**src/rtl/fpu_dispatch_if.sv**
```systemverilog
`default_nettype none
// ============================================================================
// Module   : fpu_dispatch_if
// Desc     : Host-side request/response channel bundle for fpu_dispatch.
//            The host drives the master modport, the dispatcher the slave.
// Revision : 1.0 - initial release
// ============================================================================
interface fpu_dispatch_if;
  logic        req_valid;
  logic        req_ready;
  logic [1:0]  req_op;
  logic [31:0] req_data1;
  logic [31:0] req_data2;
  logic        rsp_valid;
  logic        rsp_ready;
  logic [31:0] rsp_data;
  logic [1:0]  rsp_err;

  modport master (
    output req_valid, req_op, req_data1, req_data2, rsp_ready,
    input  req_ready, rsp_valid, rsp_data, rsp_err
  );

  modport slave (
    input  req_valid, req_op, req_data1, req_data2, rsp_ready,
    output req_ready, rsp_valid, rsp_data, rsp_err
  );
endinterface
`default_nettype wire

```
**src/rtl/fpu_dispatch.sv**
```systemverilog
`default_nettype none
// ============================================================================
// Module   : fpu_dispatch
// Desc     : Issue/collect front-end for the IEEE754 add and multiply units.
//            Latches one host request, pulses the selected unit's trig,
//            waits (bounded) for its vld and returns the result over a
//            valid/ready response channel.
// Revision : 1.0 - initial release
// ============================================================================
module fpu_dispatch #(
  parameter int TIMEOUT_CYCLES = 64,
  parameter int CNT_W          = 16
) (
  input  logic              sys_clk,
  input  logic              sys_rst,
  fpu_dispatch_if.slave     host,
  output logic [31:0]       unit_data1,
  output logic [31:0]       unit_data2,
  output logic              add_trig,
  input  logic              add_vld,
  input  logic [31:0]       add_data,
  output logic              mul_trig,
  input  logic              mul_vld,
  input  logic [31:0]       mul_data,
  output logic [CNT_W-1:0]  done_cnt
);

  // Wait counter only needs to reach TIMEOUT_CYCLES-1.
  localparam int                c_TO_W    = $clog2(TIMEOUT_CYCLES);
  localparam logic [c_TO_W-1:0] c_TO_LAST = c_TO_W'(TIMEOUT_CYCLES - 1);

  localparam int                c_ST_W    = 2;
  localparam logic [c_ST_W-1:0] c_S_IDLE  = 2'd0;
  localparam logic [c_ST_W-1:0] c_S_ISSUE = 2'd1;
  localparam logic [c_ST_W-1:0] c_S_WAIT  = 2'd2;
  localparam logic [c_ST_W-1:0] c_S_RESP  = 2'd3;

  localparam logic [1:0]  c_OP_SUB  = 2'b01;
  localparam logic [1:0]  c_OP_MUL  = 2'b10;
  localparam logic [1:0]  c_OP_ILL  = 2'b11;

  localparam logic [1:0]  c_ERR_OK  = 2'b00;
  localparam logic [1:0]  c_ERR_ILL = 2'b01;
  localparam logic [1:0]  c_ERR_TO  = 2'b10;

  localparam logic [31:0] c_QNAN    = 32'h7FC0_0000;

  logic [c_ST_W-1:0] r_state;
  logic [c_ST_W-1:0] w_next_state;

  logic              r_sel_mul;      // 1: multiply unit selected, 0: add unit
  logic [c_TO_W-1:0] r_wait_cnt;
  logic [31:0]       r_unit_data1;
  logic [31:0]       r_unit_data2;
  logic [31:0]       r_rsp_data;
  logic [1:0]        r_rsp_err;
  logic [CNT_W-1:0]  r_done_cnt;

  logic              w_req_ready;
  logic              w_rsp_valid;
  logic              w_add_trig;
  logic              w_mul_trig;
  logic              w_accept;
  logic              w_sel_vld;
  logic [31:0]       w_sel_data;
  logic              w_timeout;
  logic              w_rsp_done;

  assign w_accept   = host.req_valid && w_req_ready;
  assign w_rsp_done = w_rsp_valid && host.rsp_ready;

  // Only the selected unit is listened to; the other unit's vld is ignored.
  assign w_sel_vld  = r_sel_mul ? mul_vld  : add_vld;
  assign w_sel_data = r_sel_mul ? mul_data : add_data;
  assign w_timeout  = (r_wait_cnt == c_TO_LAST);

  // State register.
  always_ff @(posedge sys_clk) begin
    if (sys_rst) begin
      r_state <= c_S_IDLE;
    end else begin
      r_state <= w_next_state;
    end
  end

  // Next-state decode.
  always_comb begin
    w_next_state = r_state;
    case (r_state)
      c_S_IDLE: begin
        if (w_accept) begin
          w_next_state = (host.req_op == c_OP_ILL) ? c_S_RESP : c_S_ISSUE;
        end
      end
      c_S_ISSUE: begin
        w_next_state = c_S_WAIT;
      end
      c_S_WAIT: begin
        if (w_sel_vld || w_timeout) begin
          w_next_state = c_S_RESP;
        end
      end
      c_S_RESP: begin
        if (host.rsp_ready) begin
          w_next_state = c_S_IDLE;
        end
      end
      default: begin
        w_next_state = c_S_IDLE;
      end
    endcase
  end

  // State-decoded outputs; ready is held low while reset is asserted.
  always_comb begin
    w_req_ready = 1'b0;
    w_rsp_valid = 1'b0;
    w_add_trig  = 1'b0;
    w_mul_trig  = 1'b0;
    case (r_state)
      c_S_IDLE:  w_req_ready = !sys_rst;
      c_S_ISSUE: begin
        w_add_trig = !r_sel_mul;
        w_mul_trig = r_sel_mul;
      end
      c_S_RESP:  w_rsp_valid = 1'b1;
      default:   w_req_ready = 1'b0;
    endcase
  end

  // Operand and unit-select capture; only updated when a request is accepted.
  always_ff @(posedge sys_clk) begin
    if (sys_rst) begin
      r_unit_data1 <= 32'h0;
      r_unit_data2 <= 32'h0;
      r_sel_mul    <= 1'b0;
    end else if (w_accept) begin
      r_unit_data1 <= host.req_data1;
      r_unit_data2 <= (host.req_op == c_OP_SUB) ?
                      {~host.req_data2[31], host.req_data2[30:0]} :
                      host.req_data2;
      r_sel_mul    <= (host.req_op == c_OP_MUL);
    end
  end

  // Wait counter: cleared while issuing, counts WAIT cycles without vld.
  always_ff @(posedge sys_clk) begin
    if (sys_rst) begin
      r_wait_cnt <= '0;
    end else if (r_state == c_S_ISSUE) begin
      r_wait_cnt <= '0;
    end else if ((r_state == c_S_WAIT) && !w_sel_vld && !w_timeout) begin
      r_wait_cnt <= r_wait_cnt + c_TO_W'(1);
    end
  end

  // Response capture: illegal op at acceptance, unit result or timeout in WAIT.
  // Held untouched through RESP so data/err stay stable under backpressure.
  always_ff @(posedge sys_clk) begin
    if (sys_rst) begin
      r_rsp_data <= 32'h0;
      r_rsp_err  <= c_ERR_OK;
    end else if ((r_state == c_S_IDLE) && w_accept && (host.req_op == c_OP_ILL)) begin
      r_rsp_data <= 32'h0;
      r_rsp_err  <= c_ERR_ILL;
    end else if (r_state == c_S_WAIT) begin
      if (w_sel_vld) begin
        r_rsp_data <= w_sel_data;
        r_rsp_err  <= c_ERR_OK;
      end else if (w_timeout) begin
        r_rsp_data <= c_QNAN;
        r_rsp_err  <= c_ERR_TO;
      end
    end
  end

  // Completed-operation counter, wraps naturally at its width.
  always_ff @(posedge sys_clk) begin
    if (sys_rst) begin
      r_done_cnt <= '0;
    end else if (w_rsp_done) begin
      r_done_cnt <= r_done_cnt + CNT_W'(1);
    end
  end

  assign host.req_ready = w_req_ready;
  assign host.rsp_valid = w_rsp_valid;
  assign host.rsp_data  = r_rsp_data;
  assign host.rsp_err   = r_rsp_err;
  assign add_trig       = w_add_trig;
  assign mul_trig       = w_mul_trig;
  assign unit_data1     = r_unit_data1;
  assign unit_data2     = r_unit_data2;
  assign done_cnt       = r_done_cnt;

endmodule
`default_nettype wire

```
**src/flat_wrapper.sv**
```systemverilog
// flat-port wrapper written by rule: the top's interface ports become plain ports
module fpu_dispatch_flat 
#(
  parameter int TIMEOUT_CYCLES = 64,
  parameter int CNT_W          = 16
)
  (sys_clk, sys_rst, unit_data1, unit_data2, add_trig, add_vld, add_data, mul_trig, mul_vld, mul_data, done_cnt, host_req_valid, host_req_op, host_req_data1, host_req_data2, host_rsp_ready, host_req_ready, host_rsp_valid, host_rsp_data, host_rsp_err);
  fpu_dispatch_if host_i ();
  input  logic sys_clk;
  input  logic sys_rst;
  output logic [31:0] unit_data1;
  output logic [31:0] unit_data2;
  output logic add_trig;
  input  logic add_vld;
  input  logic [31:0] add_data;
  output logic mul_trig;
  input  logic mul_vld;
  input  logic [31:0] mul_data;
  output logic [CNT_W-1:0] done_cnt;
  input wire logic [$bits(host_i.req_valid)-1:0] host_req_valid;
  input wire logic [$bits(host_i.req_op)-1:0] host_req_op;
  input wire logic [$bits(host_i.req_data1)-1:0] host_req_data1;
  input wire logic [$bits(host_i.req_data2)-1:0] host_req_data2;
  input wire logic [$bits(host_i.rsp_ready)-1:0] host_rsp_ready;
  output wire logic [$bits(host_i.req_ready)-1:0] host_req_ready;
  output wire logic [$bits(host_i.rsp_valid)-1:0] host_rsp_valid;
  output wire logic [$bits(host_i.rsp_data)-1:0] host_rsp_data;
  output wire logic [$bits(host_i.rsp_err)-1:0] host_rsp_err;
  assign host_i.req_valid = host_req_valid;
  assign host_i.req_op = host_req_op;
  assign host_i.req_data1 = host_req_data1;
  assign host_i.req_data2 = host_req_data2;
  assign host_i.rsp_ready = host_rsp_ready;
  assign host_req_ready = host_i.req_ready;
  assign host_rsp_valid = host_i.rsp_valid;
  assign host_rsp_data = host_i.rsp_data;
  assign host_rsp_err = host_i.rsp_err;
  fpu_dispatch #(.TIMEOUT_CYCLES(TIMEOUT_CYCLES), .CNT_W(CNT_W)) u_core (.sys_clk(sys_clk), .sys_rst(sys_rst), .host(host_i), .unit_data1(unit_data1), .unit_data2(unit_data2), .add_trig(add_trig), .add_vld(add_vld), .add_data(add_data), .mul_trig(mul_trig), .mul_vld(mul_vld), .mul_data(mul_data), .done_cnt(done_cnt));
endmodule
```
**config.mk**
```make
export PLATFORM = sky130hd
export DESIGN_NAME = fpu_dispatch_flat
export DESIGN_NICKNAME = d
export VERILOG_FILES = /design/src/rtl/fpu_dispatch_if.sv /design/src/rtl/fpu_dispatch.sv /design/src/flat_wrapper.sv
export SDC_FILE = /design/constraint.sdc
export NUM_CORES = 1
export LEC_CHECK = 0
export CORE_MARGIN = 1
export CORE_UTILIZATION = 43
export DETAILED_ROUTE_END_ITERATION = 6
export MAX_ROUTING_LAYER = met4
export PLACE_DENSITY = 0.84
export SYNTH_ARGS = -nofsm -noshare
export SYNTH_HDL_FRONTEND = slang
export SYNTH_SLANG_ARGS = --single-unit
export TNS_END_PERCENT = 30
```
**constraint.sdc**
```tcl
create_clock -name sys_clk -period 3 [get_ports sys_clk]
set_input_delay 0.3 -clock sys_clk [delete_from_list [all_inputs] [get_ports sys_clk]]
set_output_delay 0.3 -clock sys_clk [all_outputs]
set_load 0.05 [all_outputs]
```
==> results.json <==
{
  "outcome": "complete, no violations",
  "num_vias": 4946,
  "yosysUniqueCellTypes": 42,
  "synth_cells": 547,
  "syn_area_sq_mm": 0.00505,
  "fin_tns_setup_ps": 0,
  "crit_type": "reg -> out",
  "nets": 935,
  "drtPass1Iterations": 5,
  "synth_nets": 690,
  "p_sw_share_pct": 36.9,
  "ctsHoldBuffers": 0,
  "final_common_cell": "clkdlybuf4s50_1",
  "hold_depth": 3,
  "cts_buffers": 17,
  "dpl.cell_count": 916,
  "rr_worst_depth": 5,
  "yosys_register_bits": 123,
  "grt_first_pass_wirelength_microns": 23600,
  "dpl-instance-area_sq_mm": 0.00768,
  "post-route-util_pct": 71.6,
  "yosys-top-cells-area": "dfxtp_1 49%, nand2_1 10%, nand3b_1 9.7%",
  "power_density_mw_per_mm2": 725,
  "fmax_ghz": 0.422,
  "h-tree-depth": 4,
  "die_w_microns": 110,
  "first_global_vias": 4883,
  "grt_usage_pct": 26.2,
  "intPower_w": 0.00374,
  "hold_viol_final": 0,
  "gr-total-overflow": 0,
  "clockBufferDepth": 2,
  "switching_power_w": 0.00219,
  "worst_slew_pin_slew_ps": 559,
  "die_h_microns": 110,
  "grt_antenna_before_repair": 0,
  "detail_route.wl_per_cell_microns": 16.1,
  "pwr-share-seq_pct": 34.3,
  "pwr-share-clk_pct": 29.3,
  "final.min_clock_period_ps": 2370,
  "ys_warn_count": 0,
  "grt_max_degree": 62,
  "io_pins": 254,
  "hpwlAfterDp_microns": 10800,
  "final_cell_mix": "252 x clkdlybuf4s50_1, 138 x nand2_1, 122 x dfxtp_1",
  "synth_flop_cell": "dfxtp_1",
  "rows": 39,
  "maxCapViolCount": 0,
  "clock-sinks": 123,
  "viasPerCell": 5.24,
  "crit_required_ps": 2700,
  "rsz0062_at_grt": "no",
  "cts_setup_buffers": 0,
  "drc": 0,
  "drtIter0Drc": 240,
  "synth-seq-area-share_pct": 48.8,
  "slew-limit-headroom_pct": 62.6,
  "layout.cells.non_filler": 944,
  "synth_area_leader_cell": "dfxtp_1",
  "hold_path_class": "in -> reg",
  "ant_nets": 0,
  "n_antenna_cell": 0,
  "fin_area_sq_mm": 0.00818,
  "skew_ps": 11.4,
  "insertion_delay_ps": 420,
  "root_buffer": "clkbuf_16",
  "irDropWorstVdd_mv": 0.449,
  "syn2layout_area_growth_pct": 62.0,
  "setup-violations-final": 0,
  "crit_arrival_ps": 2070,
  "die_area_sq_mm": 0.0122,
  "portBuffers": 253,
  "synth_top_area_share_pct": 48.8,
  "leakagePower_nw": 3.19,
  "gp_congestion": 0.815,
  "syn_area_per_cell_sq_um": 9.23,
  "slew_violations": 0,
  "core-area_sq_mm": 0.0114,
  "drive_above_1_share_pct": 7.87,
  "cts_resized": 0,
  "endpoint_kind": "output pin",
  "worstPathMaxFanout": 4,
  "cts_tree": "yes",
  "synth_edf_count": 0,
  "wl_microns": 15200,
  "start_util_pct": 44.2,
  "p_comb_share_pct": 36.4,
  "synth-async-reset-ratio_pct": 0,
  "cp-start-kind": "flop",
  "clkTransAtPathRegs_ps": 50,
  "finalCritPeriodShare_pct": 78.9
}
## power groups by stage
| stage | clock (W) | combinational [W] | sequential (W) |
|---|---|---|---|
| detailed placement | 0 | 0.00215 | 0.00206 |
| finish | 0.00174 | 0.00216 | 0.00204 |
| global placement | 0 | 0.00212 | 0.00205 |
| CTS | 0.00177 | 0.00216 | 0.00204 |
| floorplan | 0 | 0.000512 | 0.00288 |
| global route | 0.00183 | 0.00226 | 0.00207 |
## critical path, cell delays in order, from the launching register on
cell and delay, ps:
dfxtp_1 340, inv_1 120, ha_1 210, nor2b_1 170, clkdlybuf4s50_1 820
## Yosys cell counts, types with 2 or more instances
cell and number:
nand2_1 138, buf_1 7, a211oi_1 3, nor2_1 23, o21ai_0 5, xor2_1 7
mux2_2 12, nand4_1 4, clkbuf_1 25, a21oi_1 8, and2_1 4, nand2b_1 2
ha_1 7, o221a_2 9, nand3b_1 65, dfxtp_1 123, nand3_1 11, a31oi_1 3
o2bb2ai_1 23, inv_1 2, xnor2_1 8, nor3_1 3, nor2b_1 7, buf_2 4
mux2i_1 25, or3_2 2, or2_2 2
## per-stage QoR
stage / hold slack (ps) / power (W) / setup slack [ps]
after floorplan: 399 / 0.00339 / 697
after global placement: 446 / 0.00417 / 905
after detailed placement: 445 / 0.00421 / 903
after CTS: 404 / 0.00597 / 615
after global routing: 421 / 0.00616 / 489
final: 414 / 0.00593 / 632
## metal layers
layer | vias to the layer above | part of all wire, % | global-route usage, % | wire (microns)
li1 | 2377 | - | - | -
met1 | 2357 | 40 | 29.7 | 6120
met2 | 177 | 52 | 43.1 | 7830
met3 | 35 | 5.3 | 6.06 | 805
met4 | 0 | 2.9 | 13.5 | 437
met5 | - | 0 | - | 0
## cell type report
class                           instances  area [sq um]
Fill cell                             853          3240
Tap cell                              143           179
Multi-Input combinational cell        386          2440
Clock buffer                           24           472
Inverter                                2          7.51
Timing Repair Buffer                  262          2590
Clock inverter                          4          20.0
Sequential cell                       123          2460
## cells by family (layout without fill, tap and decap cells)
family | count (synthesis) | count (layout) | share of synthesized area [%]
flops | 123 | 123 | 48.8
buf+inv | 38 | 292 | 2.93
compound gates | 58 | 58 | 9.25
fa+ha+maj | 7 | 7 | 1.74
simple gates | 269 | 269 | 27.1
xor+xnor | 15 | 15 | 2.60
mux | 37 | 37 | 7.64
## state kept, by name, summed over array words and instances (netlist names)
register              flops
u_core.host.rsp_data     32
u_core.unit_data1        32
u_core.unit_data2        32
u_core.done_cnt          16
u_core.r_wait_cnt         6
u_core.host.rsp_err       2
u_core.r_state            2
u_core.r_sel_mul          1
## final timing paths
kind / start / end / slack [ps]
setup / recovery: u_core.r_state[0]$_SDFFE_PP0P_ / host_req_ready / 630
hold / removal: host_req_data1[10] / u_core.unit_data1[10]$_SDFFE_PP0P_ / 410
setup reg to reg: u_core.r_state[0]$_SDFFE_PP0P_ / u_core.done_cnt[15]$_SDFFE_PP0P_ / 1030
hold reg to reg: u_core.host.rsp_data[6]$_SDFFE_PP0P_ / u_core.host.rsp_data[6]$_SDFFE_PP0P_ / 460
Power figures use the tool's default switching activity.
